===== config.mk =====
export PLATFORM = sky130hd
export DESIGN_NAME = cat_trap_game_fsm_flat
export DESIGN_NICKNAME = d
export VERILOG_FILES = /design/src/rtl/cat_trap_game_fsm_if.sv /design/src/rtl/cat_trap_game_fsm.sv /design/src/flat_wrapper.sv
export SDC_FILE = /design/constraint.sdc
export NUM_CORES = 1
export LEC_CHECK = 0
export CORE_ASPECT_RATIO = 1.4
export CORE_MARGIN = 10
export CORE_UTILIZATION = 45
export DETAILED_ROUTE_END_ITERATION = 16
export GPL_ROUTABILITY_DRIVEN = 0
export GPL_TIMING_DRIVEN = 0
export PLACE_DENSITY_LB_ADDON = 0.1
export SLEW_MARGIN = 20
export SYNTH_ARGS = -nofsm -noshare
export SYNTH_HDL_FRONTEND = slang
export SYNTH_SLANG_ARGS = --single-unit

===== constraint.sdc =====
create_clock -name clk -period 5 [get_ports clk]
set_clock_uncertainty 0.2 [all_clocks]
set_input_delay 0.75 -clock clk [delete_from_list [all_inputs] [get_ports clk]]
set_output_delay 0.75 -clock clk [all_outputs]
set_load 0.01 [all_outputs]

===== src/rtl/cat_trap_game_fsm_if.sv =====
// Cat Trap game sequencer bus.
// master: button source (debouncer side), reads board/status.
// slave : game sequencer, drives board/status, receives button pulses.
//   BtnC/U/D/L/R  one-cycle debounced pulses
//   state         3-bit game state code
//   blocked       64-bit board bitmap, bit = row*8+col
//   cat_*/cur_*   cat and cursor coordinates
//   move_count    valid placements this game (saturating)
//   busy          high while the cat is choosing its move
interface cat_trap_game_fsm_if;
  logic        BtnC, BtnU, BtnD, BtnL, BtnR;
  logic [2:0]  state;
  logic [63:0] blocked;
  logic [2:0]  cat_row, cat_col;
  logic [2:0]  cur_row, cur_col;
  logic [7:0]  move_count;
  logic        busy;

  modport master (
    output BtnC, BtnU, BtnD, BtnL, BtnR,
    input  state, blocked, cat_row, cat_col, cur_row, cur_col, move_count, busy
  );
  modport slave (
    input  BtnC, BtnU, BtnD, BtnL, BtnR,
    output state, blocked, cat_row, cat_col, cur_row, cur_col, move_count, busy
  );
endinterface


===== src/rtl/cat_trap_game_fsm.sv =====
// Cat Trap game sequencer: owns the 8x8 board (blocked cells, cat, cursor,
// move count) and the START/PLAY/CATMOVE/GAMEOVER/GAMEWIN state machine.
// Ports:
//   clk    system clock, posedge
//   reset  synchronous active-high
//   bus    slave side of cat_trap_game_fsm_if (buttons in, board/status out)
module cat_trap_game_fsm #(
  parameter logic [63:0] INIT_BLOCKS = 64'h0,
  parameter logic [2:0]  CAT_ROW0    = 3'd3,
  parameter logic [2:0]  CAT_COL0    = 3'd3
) (
  input  logic                 clk,
  input  logic                 reset,
  cat_trap_game_fsm_if.slave   bus
);

  typedef enum logic [2:0] {
    S_START   = 3'b001,
    S_PLAY    = 3'b010,
    S_CATMOVE = 3'b011,
    S_OVER    = 3'b100,
    S_WIN     = 3'b101
  } state_t;

  state_t      r_state;
  logic [63:0] r_blocked;
  logic [2:0]  r_cat_row, r_cat_col, r_cur_row, r_cur_col;
  logic [7:0]  r_move_count;
  logic        r_busy;
  // cat move scan: neighbour index and best-so-far
  logic [1:0]  r_k;
  logic        r_found;
  logic [2:0]  r_best_row, r_best_col, r_best_d;

  logic [2:0]  w_nb_row, w_nb_col, w_nb_d;
  logic        w_nb_free, w_take, w_found;
  logic [2:0]  w_best_row, w_best_col, w_best_d;
  logic [5:0]  w_cur_idx;
  logic        w_place_ok, w_reinit;

  function automatic logic [2:0] edist(input logic [2:0] r, input logic [2:0] c);
    logic [2:0] a, b;
    a = (r < (3'd7 - r)) ? r : (3'd7 - r);
    b = (c < (3'd7 - c)) ? c : (3'd7 - c);
    return (a < b) ? a : b;
  endfunction

  // Neighbour under test this cycle; the cat is never on an edge here,
  // so the +/-1 never wraps.
  always_comb begin
    w_nb_row = r_cat_row;
    w_nb_col = r_cat_col;
    case (r_k)
      2'd0:    w_nb_row = r_cat_row - 3'd1;
      2'd1:    w_nb_row = r_cat_row + 3'd1;
      2'd2:    w_nb_col = r_cat_col - 3'd1;
      default: w_nb_col = r_cat_col + 3'd1;
    endcase
    w_nb_free  = ~r_blocked[{w_nb_row, w_nb_col}];
    w_nb_d     = edist(w_nb_row, w_nb_col);
    // strict less-than keeps the earlier neighbour on ties
    w_take     = w_nb_free && (!r_found || (w_nb_d < r_best_d));
    w_best_row = w_take ? w_nb_row : r_best_row;
    w_best_col = w_take ? w_nb_col : r_best_col;
    w_best_d   = w_take ? w_nb_d   : r_best_d;
    w_found    = r_found | w_nb_free;
  end

  assign w_cur_idx  = {r_cur_row, r_cur_col};
  assign w_place_ok = ~r_blocked[w_cur_idx] &&
                      !((r_cur_row == r_cat_row) && (r_cur_col == r_cat_col));
  // reset and restart from an end state share the same board load
  assign w_reinit   = reset ||
                      (((r_state == S_OVER) || (r_state == S_WIN)) && bus.BtnC);

  always_ff @(posedge clk) begin
    if (w_reinit) begin
      r_state      <= S_START;
      r_blocked    <= INIT_BLOCKS;
      r_cat_row    <= CAT_ROW0;
      r_cat_col    <= CAT_COL0;
      r_cur_row    <= 3'd0;
      r_cur_col    <= 3'd0;
      r_move_count <= 8'd0;
      r_busy       <= 1'b0;
      r_k          <= 2'd0;
      r_found      <= 1'b0;
      r_best_row   <= 3'd0;
      r_best_col   <= 3'd0;
      r_best_d     <= 3'd0;
    end else begin
      case (r_state)
        S_START: if (bus.BtnC) r_state <= S_PLAY;
        S_PLAY: begin
          if (bus.BtnC) begin
            if (w_place_ok) begin
              r_blocked[w_cur_idx] <= 1'b1;
              if (r_move_count != 8'hFF) r_move_count <= r_move_count + 8'd1;
              r_state <= S_CATMOVE;
              r_busy  <= 1'b1;
              r_k     <= 2'd0;
              r_found <= 1'b0;
            end
          end else if (bus.BtnU) begin
            if (r_cur_row != 3'd0) r_cur_row <= r_cur_row - 3'd1;
          end else if (bus.BtnD) begin
            if (r_cur_row != 3'd7) r_cur_row <= r_cur_row + 3'd1;
          end else if (bus.BtnL) begin
            if (r_cur_col != 3'd0) r_cur_col <= r_cur_col - 3'd1;
          end else if (bus.BtnR) begin
            if (r_cur_col != 3'd7) r_cur_col <= r_cur_col + 3'd1;
          end
        end
        S_CATMOVE: begin
          r_k        <= r_k + 2'd1;
          r_found    <= w_found;
          r_best_row <= w_best_row;
          r_best_col <= w_best_col;
          r_best_d   <= w_best_d;
          if (r_k == 2'd3) begin
            r_busy <= 1'b0;
            if (!w_found) begin
              r_state <= S_WIN;
            end else begin
              r_cat_row <= w_best_row;
              r_cat_col <= w_best_col;
              if ((w_best_row == 3'd0) || (w_best_row == 3'd7) ||
                  (w_best_col == 3'd0) || (w_best_col == 3'd7))
                r_state <= S_OVER;
              else
                r_state <= S_PLAY;
            end
          end
        end
        default: ;  // end states frozen until BtnC (handled by w_reinit)
      endcase
    end
  end

  assign bus.state      = r_state;
  assign bus.blocked    = r_blocked;
  assign bus.cat_row    = r_cat_row;
  assign bus.cat_col    = r_cat_col;
  assign bus.cur_row    = r_cur_row;
  assign bus.cur_col    = r_cur_col;
  assign bus.move_count = r_move_count;
  assign bus.busy       = r_busy;

endmodule


===== src/flat_wrapper.sv =====
// flat-port wrapper written by rule: the top's interface ports become plain ports
module cat_trap_game_fsm_flat 
#(
  parameter logic [63:0] INIT_BLOCKS = 64'h0,
  parameter logic [2:0]  CAT_ROW0    = 3'd3,
  parameter logic [2:0]  CAT_COL0    = 3'd3
)
  (clk, reset, bus_BtnC, bus_BtnU, bus_BtnD, bus_BtnL, bus_BtnR, bus_state, bus_blocked, bus_cat_row, bus_cat_col, bus_cur_row, bus_cur_col, bus_move_count, bus_busy);
  cat_trap_game_fsm_if bus_i ();
  input  logic clk;
  input  logic reset;
  input wire logic [$bits(bus_i.BtnC)-1:0] bus_BtnC;
  input wire logic [$bits(bus_i.BtnU)-1:0] bus_BtnU;
  input wire logic [$bits(bus_i.BtnD)-1:0] bus_BtnD;
  input wire logic [$bits(bus_i.BtnL)-1:0] bus_BtnL;
  input wire logic [$bits(bus_i.BtnR)-1:0] bus_BtnR;
  output wire logic [$bits(bus_i.state)-1:0] bus_state;
  output wire logic [$bits(bus_i.blocked)-1:0] bus_blocked;
  output wire logic [$bits(bus_i.cat_row)-1:0] bus_cat_row;
  output wire logic [$bits(bus_i.cat_col)-1:0] bus_cat_col;
  output wire logic [$bits(bus_i.cur_row)-1:0] bus_cur_row;
  output wire logic [$bits(bus_i.cur_col)-1:0] bus_cur_col;
  output wire logic [$bits(bus_i.move_count)-1:0] bus_move_count;
  output wire logic [$bits(bus_i.busy)-1:0] bus_busy;
  assign bus_i.BtnC = bus_BtnC;
  assign bus_i.BtnU = bus_BtnU;
  assign bus_i.BtnD = bus_BtnD;
  assign bus_i.BtnL = bus_BtnL;
  assign bus_i.BtnR = bus_BtnR;
  assign bus_state = bus_i.state;
  assign bus_blocked = bus_i.blocked;
  assign bus_cat_row = bus_i.cat_row;
  assign bus_cat_col = bus_i.cat_col;
  assign bus_cur_row = bus_i.cur_row;
  assign bus_cur_col = bus_i.cur_col;
  assign bus_move_count = bus_i.move_count;
  assign bus_busy = bus_i.busy;
  cat_trap_game_fsm #(.INIT_BLOCKS(INIT_BLOCKS), .CAT_ROW0(CAT_ROW0), .CAT_COL0(CAT_COL0)) u_core (.clk(clk), .reset(reset), .bus(bus_i));
endmodule

# Yosys cells after proc, flatten, opt, wreduce, memory -nomap -nowiden
# Index checks and enable logic that the tools add are counted.
# W data, S select, Z words.
# word_totals
register_bits,100
inputBits,7
output_inout_bits,88
elab_cells,132
# op_classes
addsub,12
magnitude_cmp,7
n_eq_ne,21
n_mux,38
n_bitwise,7
n_reduce_logical,34
# ops
op,count
$or A64 B64 Y64,1
$mux W3,19
$lt A6 B7 Y1 const B,2
$add A3 B1 Y3 const B,4
$bmux W1 S6,2
$eq A3 B3 Y1 const B,4
$lt A3 B3 Y1,4
$pmux W3 S2,2
$sub A3 B1 Y3 const B,4
$reduce_and A5 Y1,2
$reduce_bool A2 Y1,5
$pmux W3 S3,1
$reduce_and A3 Y1,3
$reduce_bool A3 Y1,3
$add A8 B1 Y8 const B,1
$mux W1,8
$ne A2 B1 Y1 const B,4
$ne A8 B8 Y1 const B,1
$reduce_and A4 Y1,2
$reduce_and A7 Y1,1
$demux W1 S6,1
$eq A3 B2 Y1 const B,2
$eq A3 B3 Y1,2
$ge A6 B1 Y1 const B,1
19 further kinds,40

# Logic depth before layout (Yosys ltp)
# logic_depth
depth_word,20
ltp_mapped,17

# Worst setup path after synthesis
# No wires, ideal clock.
# synth_path
path_kind,register to register
startpoint,"register u_core.r_cat_row[0], in the netlist u_core.bus.cat_row[0]"
endpoint,"register u_core.r_cat_row[2], in the netlist u_core.bus.cat_row[2]"
t_arrival_ps,3720
required_ps,4685
setup_slack_ps,965
stages_incl_launch_ff,15
path_buffers,1
synth_period_minus_slack_ps,4035
cell_sequence,dfxtp_1 -> clkbuf_1 -> inv_1 -> fa_1 -> mux2i_1 -> xnor2_1 -> xnor2_1 -> ha_1 -> nor2b_1 -> o22ai_1 -> a21boi_0 -> o21ai_1 -> nand2_2 -> mux2_4 -> o21a_1
# synth_between
elab_chain_len,11
word_cells_on_any_way,17
# synth_lines
element,line_no,source
from (decl),cat_trap_game_fsm.sv:27,"logic [2:0] r_cat_row, r_cat_col, r_cur_row, r_cur_col;"
from (signal assigned),cat_trap_game_fsm.sv:125,r_cat_row <= w_best_row;
$add A3 B1 Y3 or $sub A3 B1 Y3 (tied branches),"cat_trap_game_fsm.sv:55, cat_trap_game_fsm.sv:54",
$pmux W3 S2 (*),cat_trap_game_fsm.sv:53,case (r_k)
$sub A3 B3 Y3,cat_trap_game_fsm.sv:43,a = (r < (3'd7 - r)) ? r : (3'd7 - r);
$lt A3 B3 Y1,cat_trap_game_fsm.sv:43,
$mux W3,cat_trap_game_fsm.sv:43,
$lt A3 B3 Y1,cat_trap_game_fsm.sv:45,return (a < b) ? a : b;
$mux W3,cat_trap_game_fsm.sv:45,
$lt A3 B3 Y1,cat_trap_game_fsm.sv:62,w_take = w_nb_free && (!r_found || (w_nb_d < r_best_d));
$logic_or A1 B1 Y1,cat_trap_game_fsm.sv:62,
$logic_and A1 B1 Y1,cat_trap_game_fsm.sv:62,
$mux W3,cat_trap_game_fsm.sv:63,w_best_row = w_take ? w_nb_row : r_best_row;
# Mark *: on every way between the ends. The rest lies on a longest branch, timed or not. The select of a mux whose other input is x is not followed.
# A chain may end at the register's enable or synchronous reset.

# Worst setup path after layout
# layout_path
startpoint,register u_core.r_k[0]
endpoint,"register u_core.r_cat_row[2], in the netlist u_core.bus.cat_row[2]"
# layout_between
elab_chain_len,12
word_cells_on_any_way,24
# layout_lines
element,line_no,source
from (decl),cat_trap_game_fsm.sv:31,logic [1:0] r_k;
from (signal assigned),cat_trap_game_fsm.sv:115,r_k <= r_k + 2'd1;
$eq A2 B1 Y1 or $logic_not A2 Y1 (tied branches),cat_trap_game_fsm.sv:53,
$reduce_or A2 Y1 (no source line),n/a,
$pmux W3 S2,cat_trap_game_fsm.sv:53,
$sub A3 B3 Y3,cat_trap_game_fsm.sv:44,b = (c < (3'd7 - c)) ? c : (3'd7 - c);
$lt A3 B3 Y1,cat_trap_game_fsm.sv:44,
$mux W3,cat_trap_game_fsm.sv:44,
$lt A3 B3 Y1,cat_trap_game_fsm.sv:45,
$mux W3,cat_trap_game_fsm.sv:45,
$lt A3 B3 Y1,cat_trap_game_fsm.sv:62,
$logic_or A1 B1 Y1,cat_trap_game_fsm.sv:62,
$logic_and A1 B1 Y1,cat_trap_game_fsm.sv:62,
$mux W3,cat_trap_game_fsm.sv:63,
# Parallel ways exist; a longest one is shown, timed or not. The select of a mux whose other input is x is not followed.

==> flow_summary_export.csv <==
group,metric,value,unit
die,die_height,156,um
worst_setup_path,crit_path_start_kind,"flip-flop",
die,pin_count,95,
logic_synthesis,synth.ff_latch_count,99,
logic_synthesis,synth_edf_count,0,
final_layout,layout_commonest_cell,"nor2_1",
clock_network,path_clk_slew,0.07,ns
grt,antenna_found_initial,0,
grt,grt_overflow,0,
timing,drv_slew,0,
worst_setup_path,cp.required,5.05,ns
timing,relSlewSlack,33.9,%
logic_synthesis,syn_nets,701,
pwr,swShare,28.6,%
flow_run,drv_cap,0,
pwr,power_frac_seq,45.9,%
logic_synthesis,ys_types,74,
logic_synthesis,yosysTopAreaCell,"dfxtp_1",
clock_network,cts.path.max_buffers,2,
pwr,pwr-share-comb,14.8,%
grt,grt_pass1_wl,33700,um
timing,worstMarginPinSlew,0.988,ns
detailed_routing,remaining_drc_errors,0,
final_layout,fillerInstances,1197,
timing,setup_violations,0,
pwr,clkPwrFrac,39.3,%
placed_design,dp_cells,929,
worst_setup_path,worstSetupEndpointType,"flip-flop",
status,status,"finished clean",
final_layout,final_cell_mix,"nor2_1 (104), dfxtp_1 (99), clkdlybuf4s50_1 (94)",
clock_network,post_cts_resized,0,
final_layout,drive_above_1_share,10.5,%
die,core,0.0129,mm2
die,initial_utilization,45.9,%
logic_synthesis,syn_avg_cell_area,8.66,um2
timing,whs,0.264,ns
final_layout,final_cells,945,
die,row_count,49,
logic_synthesis,synth-async-reset-ratio,0,%
placed_design,numPortBuffers,94,
timing,hold_viol_final,0,
detailed_routing,drtAntennaViolNets,0,
pwr,leakagePower,2.61,nW
logic_synthesis,synthesis.area,0.00591,mm2
worst_setup_path,path_class,"flip-flop to flip-flop",
logic_synthesis,synth-seq-area-share,33.5,%
clock_network,cts_tree,"yes",
die,dieArea,0.0182,mm2
clock_network,clock_latency,0.35,ns
pwr,p_per_area,240,mW/mm2
detailed_routing,num_vias,5976,
final_layout,num_antenna_cells,0,
clock_network,htree_num_levels,3,
logic_synthesis,synth-main-ff-cell,"dfxtp_1",
timing,rsz0062_at_grt,"false",
detailed_routing,first_iter_violations,692,
worst_setup_path,crit_fanout,10,
pwr,p_switching,0.000505,W
grt,grt_max_degree,18,
clock_network,cts_hold_buf,0,
grt,grtUsageTotal,24.0,%
hold_path,min_path_type,"flip-flop to flip-flop",
clock_network,post_cts_buffers,0,
die,die_x,117,um
final_layout,syn_to_final_growth,24.1,%
final_layout,nNetsFinal,806,
clock_network,cts_num_sinks,99,
clock_network,cts_root_buf,"clkbuf_16",
placed_design,dp_hpwl,16500,um
logic_synthesis,yosys_warnings,0,
detailed_routing,post_drt_wl_per_cell,23.4,um
clock_network,numCtsBuffers,9,
detailed_routing,drt_wl_total,22100,um
logic_synthesis,synth_top_area_share,33.5,%
logic_synthesis,synthCells,682,
timing,min_period,4.62,ns
pwr,irDropWorstVdd,143,uV
timing,setup_tns,0,ns
timing,clock.fmax,217,MHz
logic_synthesis,synth_top_cells_by_area,"dfxtp_1 (34%), mux2i_1 (6.6%), nor2_1 (6.6%)",
worst_setup_path,critPathArrivalTime,4.66,ns
grt,grt_pass1_vias,5897,
timing,fin_crit_sh,92.3,%
detailed_routing,firstDrtPassIters,5,
pwr,p_int,0.00126,W
detailed_routing,vias_per_cell,6.32,
-- worst max-delay path, stage by stage, from the launching register on --
cell       delay (ns)
dfxtp_1          0.40
inv_1            0.08
ha_1             0.27
fa_1             0.50
or3b_1           0.34
buf_2            0.16
nand2_1          0.38
mux4_2           0.35
nor2_1           0.05
o41ai_1          0.75
o2111ai_4        0.31
nand2_2          0.24
mux2_4           0.31
o21a_1           0.16
-- flip-flops by register name, summed over array words and instances, names as in the netlist --
name / flops
u_core.r_best_d: 2
u_core.bus.cur_row: 3
u_core.bus.cat_row: 3
u_core.bus.cur_col: 3
u_core.bus.cat_col: 3
u_core.r_found: 1
u_core.bus.blocked: 64
u_core.bus.state: 3
u_core.r_best_col: 3
u_core.r_best_row: 3
u_core.r_k: 2
u_core.bus.busy: 1
u_core.bus.move_count: 8
-- final timing paths --
path	from	endpoint	slack (ns)	cells after the start
worst max register to register	u_core.r_k[0]	u_core.bus.cat_row[2]	0.38	13
worst min register to register	u_core.r_best_d[0]	u_core.r_best_d[0]	0.26	2
worst min-delay path	u_core.r_best_d[0]	u_core.r_best_d[0]	0.26	2
worst max-delay path	u_core.r_k[0]	u_core.bus.cat_row[2]	0.38	13
-- layer usage --
metal,GRT usage [%],vias up,wire length [um]
met5,0,-,0
met2,41.4,326,11000
met4,11.7,0,1190
li1,-,2687,-
met3,4.54,87,1650
met1,27.5,2876,8230
-- metrics by stage --
stage                     setup WS, ns  util, %  power, W  area (um2)
after floorplan                  0.965        -   0.00101        5910
after global placement           0.316     54.7   0.00108        7040
after detailed placement         0.290     54.7   0.00108        7040
after CTS                        0.261     56.9   0.00176        7330
after global routing             0.115     57.0   0.00182        7340
final                            0.384     57.0   0.00176        7340
-- cells by family after synthesis --
group	Yosys count	share of synthesized area, %
compound gates	175	20.7
xor+xnor	26	3.98
fa+ha+maj	12	3.05
buf+inv	61	4.91
flops	99	33.5
mux	56	12.0
simple gates	253	21.8
-- layout make-up --
| type | count | area (um2) | area share (%) |
|---|---|---|---|
| buffer | 44 | 226 | 3.09 |
| clock buffer | 11 | 243 | 3.31 |
| clock inverter | 5 | 43.8 | 0.597 |
| inverter | 17 | 63.8 | 0.870 |
| multi-input combinational | 522 | 3640 | 49.7 |
| sequential | 99 | 1980 | 27.0 |
| tap | 153 | 191 | 2.61 |
| timing repair buffer | 94 | 941 | 12.8 |
-- synthesized netlist by cell type, types with 4 or more instances --
cell type,n
xor2_1,8
and3_1,18
ha_1,8
buf_6,6
or3_1,9
a21boi_0,5
o21a_1,36
clkbuf_1,22
nand3_1,19
a31oi_1,5
o32a_1,4
inv_1,16
o21ai_0,16
o22ai_1,4
buf_2,13
mux2_2,4
nor3_1,12
a21oi_1,58
nand2_1,31
xnor2_1,17
a32oi_1,5
fa_1,4
nand2b_1,7
dfxtp_1,99
mux4_2,11
nand3b_1,6
mux2i_1,39
nand4_1,8
nor2_1,104
o211ai_1,8
nor2b_1,5
or3b_2,4
-- power groups by stage --
stage                     combinational, W  clock, W  sequential, W
final                             0.000260  0.000693       0.000809
after global routing              0.000279  0.000725       0.000811
after CTS                         0.000256  0.000691       0.000809
after detailed placement          0.000255         0       0.000828
after global placement            0.000249         0       0.000827
after floorplan                   0.000184         0       0.000825
(Power assumes the default switching activity.)
